$ cat src/rtl/exponent_extractor.sv
// Computes the shared (maximum) exponent of each GROUP_SIZE-element group of a
// floating-point activation stream and writes one result per group to the exponent buffer.
module exponent_extractor #(
    parameter int DATA_WIDTH        = 8,
    parameter int MANT_WIDTH        = 7,
    parameter int GROUP_SIZE        = 16,
    parameter int BUFFER_ADDR_WIDTH = 15
) (
    input  logic                                clk,
    input  logic                                rst,
    input  logic                                start_i,
    input  logic [BUFFER_ADDR_WIDTH-1:0]        base_addr_i,
    input  logic [BUFFER_ADDR_WIDTH-1:0]        num_groups_i,
    input  logic                                in_valid_i,
    output logic                                in_ready_o,
    input  logic [DATA_WIDTH+MANT_WIDTH:0]      in_data_i,
    output logic                                buffer_wr_en_o,
    output logic [BUFFER_ADDR_WIDTH-1:0]        buffer_wr_addr_o,
    output logic [DATA_WIDTH-1:0]               buffer_data_o,
    output logic                                busy_o,
    output logic                                done_o
);

    localparam int CNT_W = $clog2(GROUP_SIZE);
    localparam logic [CNT_W-1:0] LAST_IDX = CNT_W'(GROUP_SIZE - 1);

    localparam logic [1:0] ST_IDLE = 2'd0;
    localparam logic [1:0] ST_RUN  = 2'd1;
    localparam logic [1:0] ST_LAST = 2'd2;

    logic [1:0]                   state_q, state_d;
    logic [BUFFER_ADDR_WIDTH-1:0] addr_q, addr_d;
    logic [BUFFER_ADDR_WIDTH-1:0] grp_q, grp_d;
    logic [CNT_W-1:0]             cnt_q, cnt_d;
    logic [DATA_WIDTH-1:0]        max_q, max_d;
    logic                         wr_en_q, wr_en_d;
    logic [BUFFER_ADDR_WIDTH-1:0] wr_addr_q, wr_addr_d;
    logic [DATA_WIDTH-1:0]        wr_data_q, wr_data_d;
    logic                         done_q, done_d;

    logic [DATA_WIDTH-1:0] exp_field;
    logic [DATA_WIDTH-1:0] new_max;
    logic                  handshake;
    logic                  unused_bits;

    // Sign and mantissa never influence the shared exponent.
    assign exp_field   = in_data_i[MANT_WIDTH +: DATA_WIDTH];
    assign unused_bits = ^{in_data_i[DATA_WIDTH+MANT_WIDTH], in_data_i[MANT_WIDTH-1:0]};

    assign in_ready_o = (state_q == ST_RUN);
    assign busy_o     = (state_q != ST_IDLE);
    assign handshake  = in_valid_i && in_ready_o;
    assign new_max    = (exp_field > max_q) ? exp_field : max_q;

    always_comb begin
        state_d   = state_q;
        addr_d    = addr_q;
        grp_d     = grp_q;
        cnt_d     = cnt_q;
        max_d     = max_q;
        wr_en_d   = 1'b0;
        wr_addr_d = wr_addr_q;
        wr_data_d = wr_data_q;
        case (state_q)
            ST_IDLE: begin
                if (start_i) begin
                    addr_d  = base_addr_i;
                    grp_d   = num_groups_i;
                    cnt_d   = '0;
                    max_d   = '0;
                    state_d = (num_groups_i == '0) ? ST_LAST : ST_RUN;
                end
            end
            ST_RUN: begin
                if (handshake) begin
                    if (cnt_q == LAST_IDX) begin
                        // Clearing max here lets the next group's first element seed it cleanly.
                        wr_en_d   = 1'b1;
                        wr_addr_d = addr_q;
                        wr_data_d = new_max;
                        addr_d    = addr_q + 1'b1;
                        grp_d     = grp_q - 1'b1;
                        cnt_d     = '0;
                        max_d     = '0;
                        if (grp_q == BUFFER_ADDR_WIDTH'(1)) begin
                            state_d = ST_LAST;
                        end
                    end else begin
                        cnt_d = cnt_q + 1'b1;
                        max_d = new_max;
                    end
                end
            end
            ST_LAST: state_d = ST_IDLE;
            default: state_d = ST_IDLE;
        endcase
        done_d = (state_d == ST_LAST);
    end

    always_ff @(posedge clk) begin
        if (rst) begin
            state_q   <= ST_IDLE;
            addr_q    <= '0;
            grp_q     <= '0;
            cnt_q     <= '0;
            max_q     <= '0;
            wr_en_q   <= 1'b0;
            wr_addr_q <= '0;
            wr_data_q <= '0;
            done_q    <= 1'b0;
        end else begin
            state_q   <= state_d;
            addr_q    <= addr_d;
            grp_q     <= grp_d;
            cnt_q     <= cnt_d;
            max_q     <= max_d;
            wr_en_q   <= wr_en_d;
            wr_addr_q <= wr_addr_d;
            wr_data_q <= wr_data_d;
            done_q    <= done_d;
        end
    end

    assign buffer_wr_en_o   = wr_en_q;
    assign buffer_wr_addr_o = wr_addr_q;
    assign buffer_data_o    = wr_data_q;
    assign done_o           = done_q;

endmodule

$ cat config.mk
export PLATFORM = sky130hd
export DESIGN_NAME = exponent_extractor
export DESIGN_NICKNAME = d
export VERILOG_FILES = /design/src/rtl/exponent_extractor.sv
export SDC_FILE = /design/constraint.sdc
export NUM_CORES = 1
export LEC_CHECK = 0
export ABC_AREA = 1
export BUFFER_PORTS_ARGS = -buffer_cell sky130_fd_sc_hd__buf_4
export CORE_UTILIZATION = 40
export CTS_CLUSTER_DIAMETER = 60
export DETAILED_ROUTE_END_ITERATION = 16
export REMOVE_ABC_BUFFERS = 1
export SETUP_SLACK_MARGIN = 0.15
export SLEW_MARGIN = 15
export SYNTH_ARGS = -nofsm -noshare
export SYNTH_HDL_FRONTEND = slang
export SYNTH_SLANG_ARGS = --single-unit
$ cat constraint.sdc
create_clock -name clk -period 1.8 [get_ports clk]
set_input_delay 0.36 -clock clk [delete_from_list [all_inputs] [get_ports clk]]
set_output_delay 0.36 -clock clk [all_outputs]
set_load 0.02 [all_outputs]
# == Word-level counts from Yosys, hierarchy flattened ==
# Cells that the tools add are included.
# totals
regBits,69
in_bits,50
word_cells,55
out_inout_bits,27
# op_classes
magnitude_cmp,1
bitwise,2
addsub,3
eq_ne,7
reduce_logical,9
n_mux,24
# op_table
operator,n
2-to-1 mux 15 bit,6
one-hot mux 15 bit (2 select lines),2
2-to-1 mux 8 bit,4
one-hot mux 8 bit (2 select lines),1
"adder 15 x 1 -> 15 bit, second input constant",1
"equality test 15 x 1 -> 1 bit, second input constant",1
zero test 15 bit,1
"subtractor 15 x 1 -> 15 bit, second input constant",1
2-to-1 mux 4 bit,3
2-to-1 mux 2 bit,5
greater-than comparator 8 bit,1
one-hot mux 4 bit (2 select lines),1
AND reduction 3 bit,2
"adder 4 x 1 -> 4 bit, second input constant",1
"equality test 4 bit, second input constant",1
"inequality test 2 x 1 -> 1 bit, second input constant",2
one-hot mux 2 bit (2 select lines),1
AND reduction 4 bit,1
nonzero test 2 bit,2
OR reduction 3 bit,1
"equality test 2 x 1 -> 1 bit, second input constant",1
"equality test 2 bit, second input constant",1
zero test 2 bit,1
"inequality test 2 bit, second input constant",1
other kinds (3),4

# == Logic depth before layout (Yosys ltp) ==
# Gate-level depths: netlist (run 1).
# logic_depth
ltp_word,6
ltp_mapped,15
mapped_depth_nobuf,15

# == Worst setup path before layout (run 1) ==
# Ideal clock, no wire load.
# synth_path
path_kind,input port to flip-flop
start,input in_data_i[12]
end,register wr_data_q[3] (netlist: buffer_data_o[3])
arrival_time_ns,1.507
setup_time_ns,0.109
cell_stages,11
n_path_buf,0
path_slack_ns,0.184
t_required_ns,1.691
cell_sequence,ha_1 a21oi_1 nor2_1 nor2_1 nand2_1 nand2_1 nand2_1 nand2_1 nand2_1 nand2_1 inv_1
# synth_via
elab_chain_len,2
# synth_lines
element,line,text
"start, declared",16,"input logic [DATA_WIDTH+MANT_WIDTH:0] in_data_i,"
greater-than comparator 8 bit,53,assign new_max = (exp_field > max_q) ? exp_field : max_q;
2-to-1 mux 8 bit,53,
"end signal, assigned",119,wr_data_q <= wr_data_d;
"end, declared",38,"logic [DATA_WIDTH-1:0] wr_data_q, wr_data_d;"
# No other way between the ends.
# A chain may end at the register's enable or synchronous reset.

# == Final worst setup path (run 1) ==
# layout_path
start,register max_q[3]
end,register wr_data_q[4] (netlist: buffer_data_o[4])
# layout_via
elab_chain_len,2
# layout_lines
element,line,text
"start, declared",35,"logic [DATA_WIDTH-1:0] max_q, max_d;"
"start signal, assigned",116,max_q <= max_d;
greater-than comparator 8 bit,53,
2-to-1 mux 8 bit,53,
# No other way between the ends.

==> flow_metrics.env, run 1 <==
export IMPL_final_area_sq_um=5200
export IMPL_antenna_cells=0
export IMPL_r2r_start="max_q[3]$_SDFFE_PP0P_"
export IMPL_fillers=902
export IMPL_critPathLaunchType="register"
export IMPL_ios=77
export IMPL_tns_ns=0
export IMPL_fp_dieH_um=99.2
export IMPL_async_flop_share_pct=0
export IMPL_dp_hpwl_mm=6.85
export IMPL_clk_pin_slew_ns=0.08
export IMPL_p_leak_nw=2.31
export IMPL_postPlaceCellArea_sq_um=4470
export IMPL_coreArea_sq_um=9200
export IMPL_grt_max_degree=44
export IMPL_die_area_sq_um=9840
export IMPL_worst_slack_ns=0.125
export IMPL_cts_hold_buf=0
export IMPL_gp_congestion=0.851
export IMPL_routed_wl_mm=10.4
export IMPL_post_place_ws_ns=-0.0149
export IMPL_crit_arrival_ns=1.91
export IMPL_num_vias=3996
export IMPL_rows=35
export IMPL_cpPeakStageDelay_ns=0.36
export IMPL_drive_gt1_share_pct=26.6
export IMPL_path_cells="inv_4, ha_4, nand2_2, inv_2, nand2_1, nand2_1, nand2_2, nand2_4, buf_12, nand3_4, nand2_2, nand2_1, nand2_1, inv_1"
export IMPL_holdWs_ns=0.294
export IMPL_die_w_um=99.2
export IMPL_maxSlewViolCount=0
export IMPL_start_util_pct=41.1
export IMPL_grt_usage_pct=21.0
export IMPL_skew_ns=0.0155
export IMPL_route_detailed_drc=0
export IMPL_min_path_type="input pin to register"
export IMPL_slowest_stage="dfxtp_2"
export IMPL_area_growth_pct=37.6
export IMPL_period_minus_slack_ns=1.67
export IMPL_avgSynthCellArea_sq_um=6.45
export IMPL_power_density_nw_per_um2=817
export IMPL_crit_start="max_q[3]$_SDFFE_PP0P_"
export IMPL_relSlewSlack_pct=67.2
export IMPL_antenna_found_initial=0
export IMPL_finalCritPeriodShare_pct=93.1
export IMPL_synth_ff_type="dfxtp_1"
export IMPL_grt_overflow=0
export IMPL_crit_type="register to register"
export IMPL_drtIter0Drc=153
export IMPL_vdd_drop_max_mv=0.439
export IMPL_final_cell_mix="nand2_1, buf_4, nor2_1"
export IMPL_status="finished clean"
export IMPL_grt_pass1_wl_mm=16.5
export IMPL_ys_ff_latch=69
export IMPL_setup_viol=0
export IMPL_hold_violations=0
export IMPL_synth_seq_area_share_pct=36.6
export IMPL_fin_total_pwr_mw=4.24
export IMPL_firstDrtPassIters=5
export IMPL_end_kind="register"
export IMPL_clock_sinks=69
export IMPL_dp_cells=759
export IMPL_portBuffers=68
export IMPL_nets=730
export IMPL_crit_path_frequent_cell="nand2_1"
export IMPL_yosysUniqueCellTypes=33
export IMPL_ys_warn_count=0
export IMPL_netlist_instances=586
export IMPL_numCtsBuffers=9
export IMPL_grt_pass1_vias=3677
export IMPL_worst_slew_pin_slew_ns=0.492
export IMPL_drv_cap=0
export IMPL_clock_path_buffers=2
export IMPL_synth_edf_count=0
export IMPL_final_util_pct=56.5
export IMPL_finalNonFillerCells=784
export IMPL_ant_nets=0
export IMPL_fmax_mhz=597
export IMPL_wire_per_inst_um=13.2
export IMPL_syn_area_sq_um=3780
export IMPL_layout_commonest_cell="nand2_1"
export IMPL_hp_start="base_addr_i[1]"
export IMPL_cts_max_level=3
export IMPL_root_buffer="clkbuf_8"
export IMPL_cts_tree="done"
export IMPL_crit_path_max_fanout=8
export IMPL_required_ns=2.04
export IMPL_rsz0062_at_grt="yes"
export IMPL_routed_via_density=5.10
export IMPL_clkLatencyLatePin_ns=0.34
==> layout make-up <==
class                   instances  area, sq um  share of cell area (%)
well taps                     111          139                    2.67
clock buffers                  11          141                    2.72
flip-flops and latches         69         1390                    26.8
clock inverters                 5          108                    2.07
inverters                      67          262                    5.03
multi-input cells             426         2360                    45.4
repair buffers                 95          795                    15.3
==> cell usage after synthesis (3+ instances only) <==
cell	instances	area, sq um
nand2_1	148	556
a21oi_1	59	295
clkbuf_1	11	41.3
dfxtp_1	69	1380
inv_2	3	11.3
nor4_1	4	25.0
ha_1	12	150
o21ai_1	3	15.0
buf_2	12	60.1
nand3_1	32	160
nand4_1	6	37.5
inv_1	64	240
xor2_1	5	43.8
o21ai_0	47	235
nor3_1	6	30.0
nor2_2	3	18.8
nor2_1	80	300
==> layer usage <==
metal / routed length (um) / global-route usage, % / up-vias
li1: - / - / 2053
met2: 4940 / 35.6 / 109
met1: 4800 / 27.6 / 1824
met3: 516 / 3.58 / 10
met4: 113 / 5.88 / 0
met5: 0 / 0 / -
==> critical path, delay by kind of cell (launching register included) <==
family	cells	cell delay, ns
and+or+nand+nor	9	0.60
buffers and inverters	4	0.34
adders and majority gates	1	0.27
DFF	1	0.36
==> report_power, final <==
part           internal [mW]  switching (mW)
Sequential              1.61          0.0726
Combinational          0.401           0.565
Clock                  0.965           0.633
==> cells by family (layout without fill, tap and decap cells) <==
| logic type | after synthesis | count (layout) | share of synthesized area, % |
|---|---|---|---|
| compound gates | 120 | 120 | 16.5 |
| xor+xnor | 7 | 7 | 1.62 |
| fa+ha+maj | 12 | 12 | 3.97 |
| buf+inv | 91 | 178 | 9.64 |
| flops | 69 | 69 | 36.6 |
| simple gates | 287 | 287 | 31.7 |
==> worst paths after layout <==
path | endpoint | slack [ns] | depth (start not counted)
setup / recovery | buffer_data_o[4]$_SDFFE_PP0P_ | 0.13 | 14
hold / removal | addr_q[1]$_SDFFE_PP0P_ | 0.29 | 3
setup reg to reg | buffer_data_o[4]$_SDFFE_PP0P_ | 0.13 | 14
hold reg to reg | max_q[6]$_SDFFE_PP0P_ | 0.46 | 2
==> what timing repair did <==
action | 4_1_cts | 5_1_grt
setup buffers | 4 | 4
gates resized for setup | 13 | 83
pin swaps | 1 | 17
setup endpoints to repair | 50 | 68
cloned | 0 | 1
==> registers in the layout, indices dropped and copies added, names as in the netlist <==
register,count
addr_q,15
buffer_wr_addr_o,15
grp_q,15
buffer_data_o,8
max_q,8
cnt_q,4
state_q,2
buffer_wr_en_o,1
done_o,1
Note: power is estimated with default switching activity, not from simulation.
==> inputs of run 2 (changes only) <==
CORE_MARGIN = 2   (was unset)
==> flow_metrics.env, run 2 (same netlist as run 1, synthesis figures left out) <==
export IMPL_vdd_drop_max_mv=0.332
export IMPL_power_frac_clock_pct=35.6
export IMPL_p_leak_nw=2.29
export IMPL_start_util_pct=41.1
export IMPL_dp_hpwl_mm=6.85
export IMPL_die_w_um=101
export IMPL_fin_total_pwr_mw=4.07
export IMPL_path_cells="inv_2, ha_4, a21oi_2, nor2_2, nor2_2, nand2_2, buf_8, nand3_1, nand3_1, a21oi_1"
export IMPL_grt_usage_pct=20.8
export IMPL_crit_arrival_ns=1.88
export IMPL_clock_path_buffers=2
export IMPL_cts_hold_buf=0
export IMPL_num_vias=3988
export IMPL_ios=77
export IMPL_cts_max_level=3
export IMPL_required_ns=2.07
export IMPL_hold_violations=0
export IMPL_p_int_mw=2.78
export IMPL_slowest_stage="dfxtp_2"
export IMPL_finalNonFillerCells=782
export IMPL_routed_via_density=5.10
export IMPL_setup_viol=0
export IMPL_swShare_pct=31.8
export IMPL_antenna_found_initial=0
export IMPL_cpPeakStageDelay_ns=0.33
export IMPL_power_switching_mw=1.29
export IMPL_route_detailed_drc=0
export IMPL_comb_power_share_pct=23.2
export IMPL_wire_per_inst_um=13.8
export IMPL_root_buffer="clkbuf_8"
export IMPL_numCtsBuffers=9
export IMPL_cp_top_family="simple AND/OR/NAND/NOR gates"
export IMPL_skew_ns=0.0129
export IMPL_rows=35
export IMPL_antenna_cells=0
export IMPL_final_cell_mix="nand2_1, buf_4, nor2_1"
export IMPL_power_frac_seq_pct=41.2
export IMPL_drive_gt1_share_pct=27.3
export IMPL_die_area_sq_um=10200
export IMPL_grt_overflow=0
export IMPL_cts_tree="done"
export IMPL_gp_congestion=0.905
export IMPL_tns_ns=0
export IMPL_min_path_type="input pin to register"
export IMPL_layout_commonest_cell="nand2_1"
export IMPL_fp_dieH_um=101
export IMPL_clk_pin_slew_ns=0.08
export IMPL_firstDrtPassIters=4
export IMPL_coreArea_sq_um=9200
export IMPL_power_density_nw_per_um2=792
export IMPL_grt_pass1_vias=3747
export IMPL_clock_sinks=69
export IMPL_grt_max_degree=44
export IMPL_drv_cap=0
export IMPL_critPathLaunchType="register"
export IMPL_end_kind="register"
export IMPL_crit_type="register to register"
export IMPL_relSlewSlack_pct=65.0
export IMPL_ant_nets=0
export IMPL_maxSlewViolCount=0
export IMPL_dp_cells=756
export IMPL_finalCritPeriodShare_pct=89.6
export IMPL_worst_slew_pin_slew_ns=0.525
export IMPL_area_growth_pct=36.2
export IMPL_clkLatencyLatePin_ns=0.35
export IMPL_nets=728
export IMPL_routed_wl_mm=10.8
export IMPL_rsz0062_at_grt="yes"
export IMPL_fmax_mhz=620
export IMPL_crit_path_max_fanout=8
export IMPL_portBuffers=68
export IMPL_period_minus_slack_ns=1.61
export IMPL_crit_buf_inv=2
export IMPL_drtIter0Drc=147
export IMPL_status="finished clean"
export IMPL_grt_pass1_wl_mm=17.2
## run 2: changes by cell type in the layout (fill, tap and decap cells not counted), sizes merged
| cell | delta |
|---|---|
| bufbuf | +1 |
| inv | +2 |
| clkinv | -1 |
| clkinvlp | +2 |
| clkbuf | -1 |
| buf | -4 |
| bufinv | -1 |
## run 2: final timing paths
| path | from | to | slack [ns] | cells past startpoint |
|---|---|---|---|---|
| worst max-delay path | max_q[5]$_SDFFE_PP0P_ | max_q[7]$_SDFFE_PP0P_ | 0.19 | 10 |
| worst min-delay path | base_addr_i[1] | addr_q[1]$_SDFFE_PP0P_ | 0.30 | 3 |
| worst max register to register | max_q[5]$_SDFFE_PP0P_ | max_q[7]$_SDFFE_PP0P_ | 0.19 | 10 |
| worst min register to register | grp_q[3]$_SDFFE_PP0P_ | grp_q[3]$_SDFFE_PP0P_ | 0.47 | 2 |
## run 2: layout make-up
class | instances | area, sq um
clock buffer | 9 | 124
clock inverter | 7 | 97.6
fill | 926 | 4050
inverter | 67 | 259
multi-input combinational | 426 | 2340
sequential | 69 | 1400
tap | 111 | 139
timing repair buffer | 93 | 788
## run 2: repair_timing
item	4_1_cts	5_1_grt
endpoints found under the hold margin	0	0
setup endpoints to repair	39	44
gates resized for setup	14	79
gates cloned	1	1
setup buffers	2	6
pin swaps	2	22
## run 2: power by group through the flow
stage	combinational [mW]	sequential, mW	clock (mW)
after floorplan	0.504	1.69	0
after global placement	0.770	1.71	0
after detailed placement	0.778	1.71	0
after CTS	0.821	1.68	1.48
after global routing	1.07	1.69	1.57
final	0.945	1.68	1.45
## run 2: metal layers
metal  GRT usage, %  vias to the layer above  wire (um)
met5              0                        -          0
met1           28.1                     1837       4970
li1               -                     2045          -
met4           6.03                        0        152
met2           34.0                       96       5160
met3           4.00                       10        536
## run 2: worst reg2reg max path, cell delays in order (launching register included)
cell and delay (ns):
dfxtp_2 0.33, inv_2 0.06, ha_4 0.25, a21oi_2 0.15, nor2_2 0.05, nor2_2 0.12, nand2_2 0.10, buf_8 0.16
nand3_1 0.09, nand3_1 0.08, a21oi_1 0.15
## run 2: stage by stage
stage | util [%] | worst slack [ns] | hold WS [ns] | instance area, sq um
6_report | 55.9 | 0.187 | 0.298 | 5140
5_1_grt | 55.9 | 0.0445 | 0.308 | 5140
2_1_floorplan | - | -0.640 | 0.429 | 3660
3_5_place_dp | 48.4 | -0.0335 | 0.458 | 4450
3_3_place_gp | 48.4 | -0.0213 | 0.446 | 4450
4_1_cts | 51.7 | 0.153 | 0.290 | 4760
==> inputs of run 3 (changes only) <==
ABC_AREA = unset   (was 1)
clock period = 2 ns   (was 1.8 ns; I/O delays follow)
==> flow_metrics.env, run 3 <==
export IMPL_numCtsBuffers=9
export IMPL_routed_wl_mm=10.0
export IMPL_syn_area_sq_um=3630
export IMPL_vdd_drop_max_mv=0.294
export IMPL_nets=602
export IMPL_cp_top_family="simple AND/OR/NAND/NOR gates"
export IMPL_die_w_um=99.2
export IMPL_required_ns=2.24
export IMPL_grt_usage_pct=20.6
export IMPL_root_buffer="clkbuf_8"
export IMPL_clk_pin_slew_ns=0.08
export IMPL_fmax_mhz=553
export IMPL_area_growth_pct=31.0
export IMPL_avgSynthCellArea_sq_um=7.88
export IMPL_coreArea_sq_um=8760
export IMPL_netlist_top_cells_area="dfxtp_1, nand2_1, a21oi_1"
export IMPL_synth_common_cells="dfxtp_1, nand2_1, a21oi_1"
export IMPL_antenna_found_initial=0
export IMPL_reg2regPathDepth=5
export IMPL_r2r_end="grp_q[13]$_SDFFE_PP0P_"
export IMPL_holdWs_ns=0.277
export IMPL_crit_start="grp_q[8]$_SDFFE_PP0P_"
export IMPL_rows=34
export IMPL_portBuffers=68
export IMPL_synthMuxAreaShare_pct=0.311
export IMPL_num_vias=3725
export IMPL_wire_per_inst_um=15.4
export IMPL_yosysMostFrequentCell="dfxtp_1"
export IMPL_drv_cap=0
export IMPL_final_cell_mix="buf_4, nand2_1, dfxtp_1"
export IMPL_clock_sinks=69
export IMPL_setup_viol=0
export IMPL_layout_commonest_cell="buf_4"
export IMPL_cts_hold_buf=0
export IMPL_route_detailed_drc=0
export IMPL_hold_violations=0
export IMPL_drive_gt1_share_pct=28.4
export IMPL_cpPeakStageDelay_ns=0.53
export IMPL_grt_pass1_wl_mm=16.5
export IMPL_rsz0062_at_grt="yes"
export IMPL_relSlewSlack_pct=67.5
export IMPL_setup_worst_path_end="grp_q[13]$_SDFFE_PP0P_"
export IMPL_cp_depth=5
export IMPL_critPathLaunchType="register"
export IMPL_clkLatencyLatePin_ns=0.35
export IMPL_synth_top_family_by_area="compound AO/OA/AOI/OAI gates"
export IMPL_cts_max_level=3
export IMPL_regArea_sq_um=1400
export IMPL_fp_dieH_um=99.2
export IMPL_crit_path_max_fanout=5
export IMPL_maxSlewViolCount=0
export IMPL_yosys_area_share_simple_pct=22.7
export IMPL_synth_top_area_share_pct=38.1
export IMPL_end_kind="register"
export IMPL_path_cells="or4_4, or3_4, o21a_1, o21ai_2, a21oi_2"
export IMPL_grt_overflow=0
export IMPL_crit_buf_inv=0
export IMPL_grt_max_degree=67
export IMPL_skew_ns=0.00795
export IMPL_crit_type="register to register"
export IMPL_period_minus_slack_ns=1.81
export IMPL_synth_largest_area_cell="dfxtp_1"
export IMPL_p_leak_nw=1.86
export IMPL_finalCritPeriodShare_pct=90.5
export IMPL_worst_slew_pin_slew_ns=0.484
export IMPL_routed_via_density=5.70
export IMPL_r2r_start="grp_q[8]$_SDFFE_PP0P_"
export IMPL_synth_ff_type="dfxtp_1"
export IMPL_ys_warn_count=0
export IMPL_synth_seq_area_share_pct=38.1
export IMPL_grt_pass1_vias=3411
export IMPL_ant_nets=0
export IMPL_yosysUniqueCellTypes=56
export IMPL_die_area_sq_um=9840
export IMPL_min_path_type="input pin to register"
export IMPL_ios=77
export IMPL_gp_congestion=0.830
export IMPL_clock_path_buffers=2
export IMPL_dp_hpwl_mm=6.72
export IMPL_status="finished clean"
export IMPL_ff2ff_setup_slack_ns=0.19
export IMPL_power_density_nw_per_um2=686
export IMPL_cts_tree="done"
export IMPL_synth_compound_area_share_pct=30.0
export IMPL_multi_input_area_sq_um=2210
export IMPL_synth_xor_area_share_pct=0
export IMPL_slowest_stage="or4_4"
export IMPL_crit_arrival_ns=2.05
export IMPL_synth_adder_area_share_pct=4.14
export IMPL_start_util_pct=41.4
export IMPL_fin_total_pwr_mw=3.26
export IMPL_netlist_instances=460
export IMPL_async_flop_share_pct=0
export IMPL_drtIter0Drc=171
export IMPL_ys_ff_latch=69
export IMPL_firstDrtPassIters=4
export IMPL_synth_edf_count=0
export IMPL_antenna_cells=0
export IMPL_fillers=819
==> run 3: changes by cell type after synthesis, sizes merged, moves of 6 or more <==
cell / change
a211oi: +6
a21oi: -12
a31oi: +13
a32o: +9
clkbuf: +11
inv: -53
nand2: -85
nand3: -13
nor2: -58
==> run 3: report_power, final <==
part           internal [mW]  total, mW  switching (mW)  leakage (nW)
sequential              1.44       1.51          0.0707         0.566
clock                  0.481       1.03           0.544        0.0901
combinational          0.334      0.728           0.394          1.20
==> run 3: metal layers <==
metal | GRT usage (%) | vias up | share of wire, %
li1 | - | 1871 | -
met1 | 27.7 | 1762 | 47
met2 | 33.3 | 81 | 48
met3 | 4.50 | 11 | 4.4
met4 | 5.90 | 0 | 1.2
met5 | 0 | - | 0
==> run 3: cells by family (layout without fill, tap and decap cells) <==
logic type,Yosys count,count (layout)
muxes,1,1
buffers and inverters,45,130
and+or+nand+nor,164,164
DFF,69,69
adders and majority gates,12,12
AOI/OAI and AO/OA,169,169
==> run 3: area by class of cell <==
class,instances,share of cell area [%]
multi-input combinational,346,46.6
tap,108,2.85
inverter,15,1.19
sequential,69,29.4
clock inverter,4,0.501
clock buffer,12,3.06
timing repair buffer,99,16.4
==> run 3: how the worst min path moves through the flow <==
stage / start / to / slack [ns] / cells past startpoint
finish: in_data_i[7] / max_q[0]$_SDFFE_PP0P_ / 0.28 / 2
global route: in_data_i[7] / max_q[0]$_SDFFE_PP0P_ / 0.28 / 2
CTS: in_data_i[7] / max_q[0]$_SDFFE_PP0P_ / 0.27 / 2
detailed placement: buffer_wr_addr_o[5]$_SDFFE_PP0P_ / buffer_wr_addr_o[5]$_SDFFE_PP0P_ / 0.45 / 2
global placement: buffer_wr_addr_o[8]$_SDFFE_PP0P_ / buffer_wr_addr_o[8]$_SDFFE_PP0P_ / 0.44 / 2
floorplan: addr_q[14]$_SDFFE_PP0P_ / buffer_wr_addr_o[14]$_SDFFE_PP0P_ / 0.44 / 2
==> run 3: metrics by stage <==
| stage | TNS, ns | worst slack, ns | util, % | area (sq um) | instances |
|---|---|---|---|---|---|
| 3_5_place_dp | -0.848 | -0.111 | 49.7 | 4360 | 629 |
| 5_1_grt | 0 | 0.0780 | 54.2 | 4750 | 653 |
| 4_1_cts | 0 | 0.155 | 52.1 | 4560 | 648 |
| 3_3_place_gp | -0.484 | -0.0623 | 49.7 | 4360 | 629 |
| 2_1_floorplan | -50.39 | -1.28 | - | 3510 | 430 |
| 6_report | 0 | 0.190 | 54.2 | 4750 | 653 |
==> run 3: what timing repair did <==
item                                    in CTS  in global routing
gates resized for setup                      4                 34
pin swaps                                    2                 15
gates cloned                                 0                  0
endpoints found under the setup margin       8                 24
endpoints found under the hold margin        0                  0
buffers inserted                             3                  5
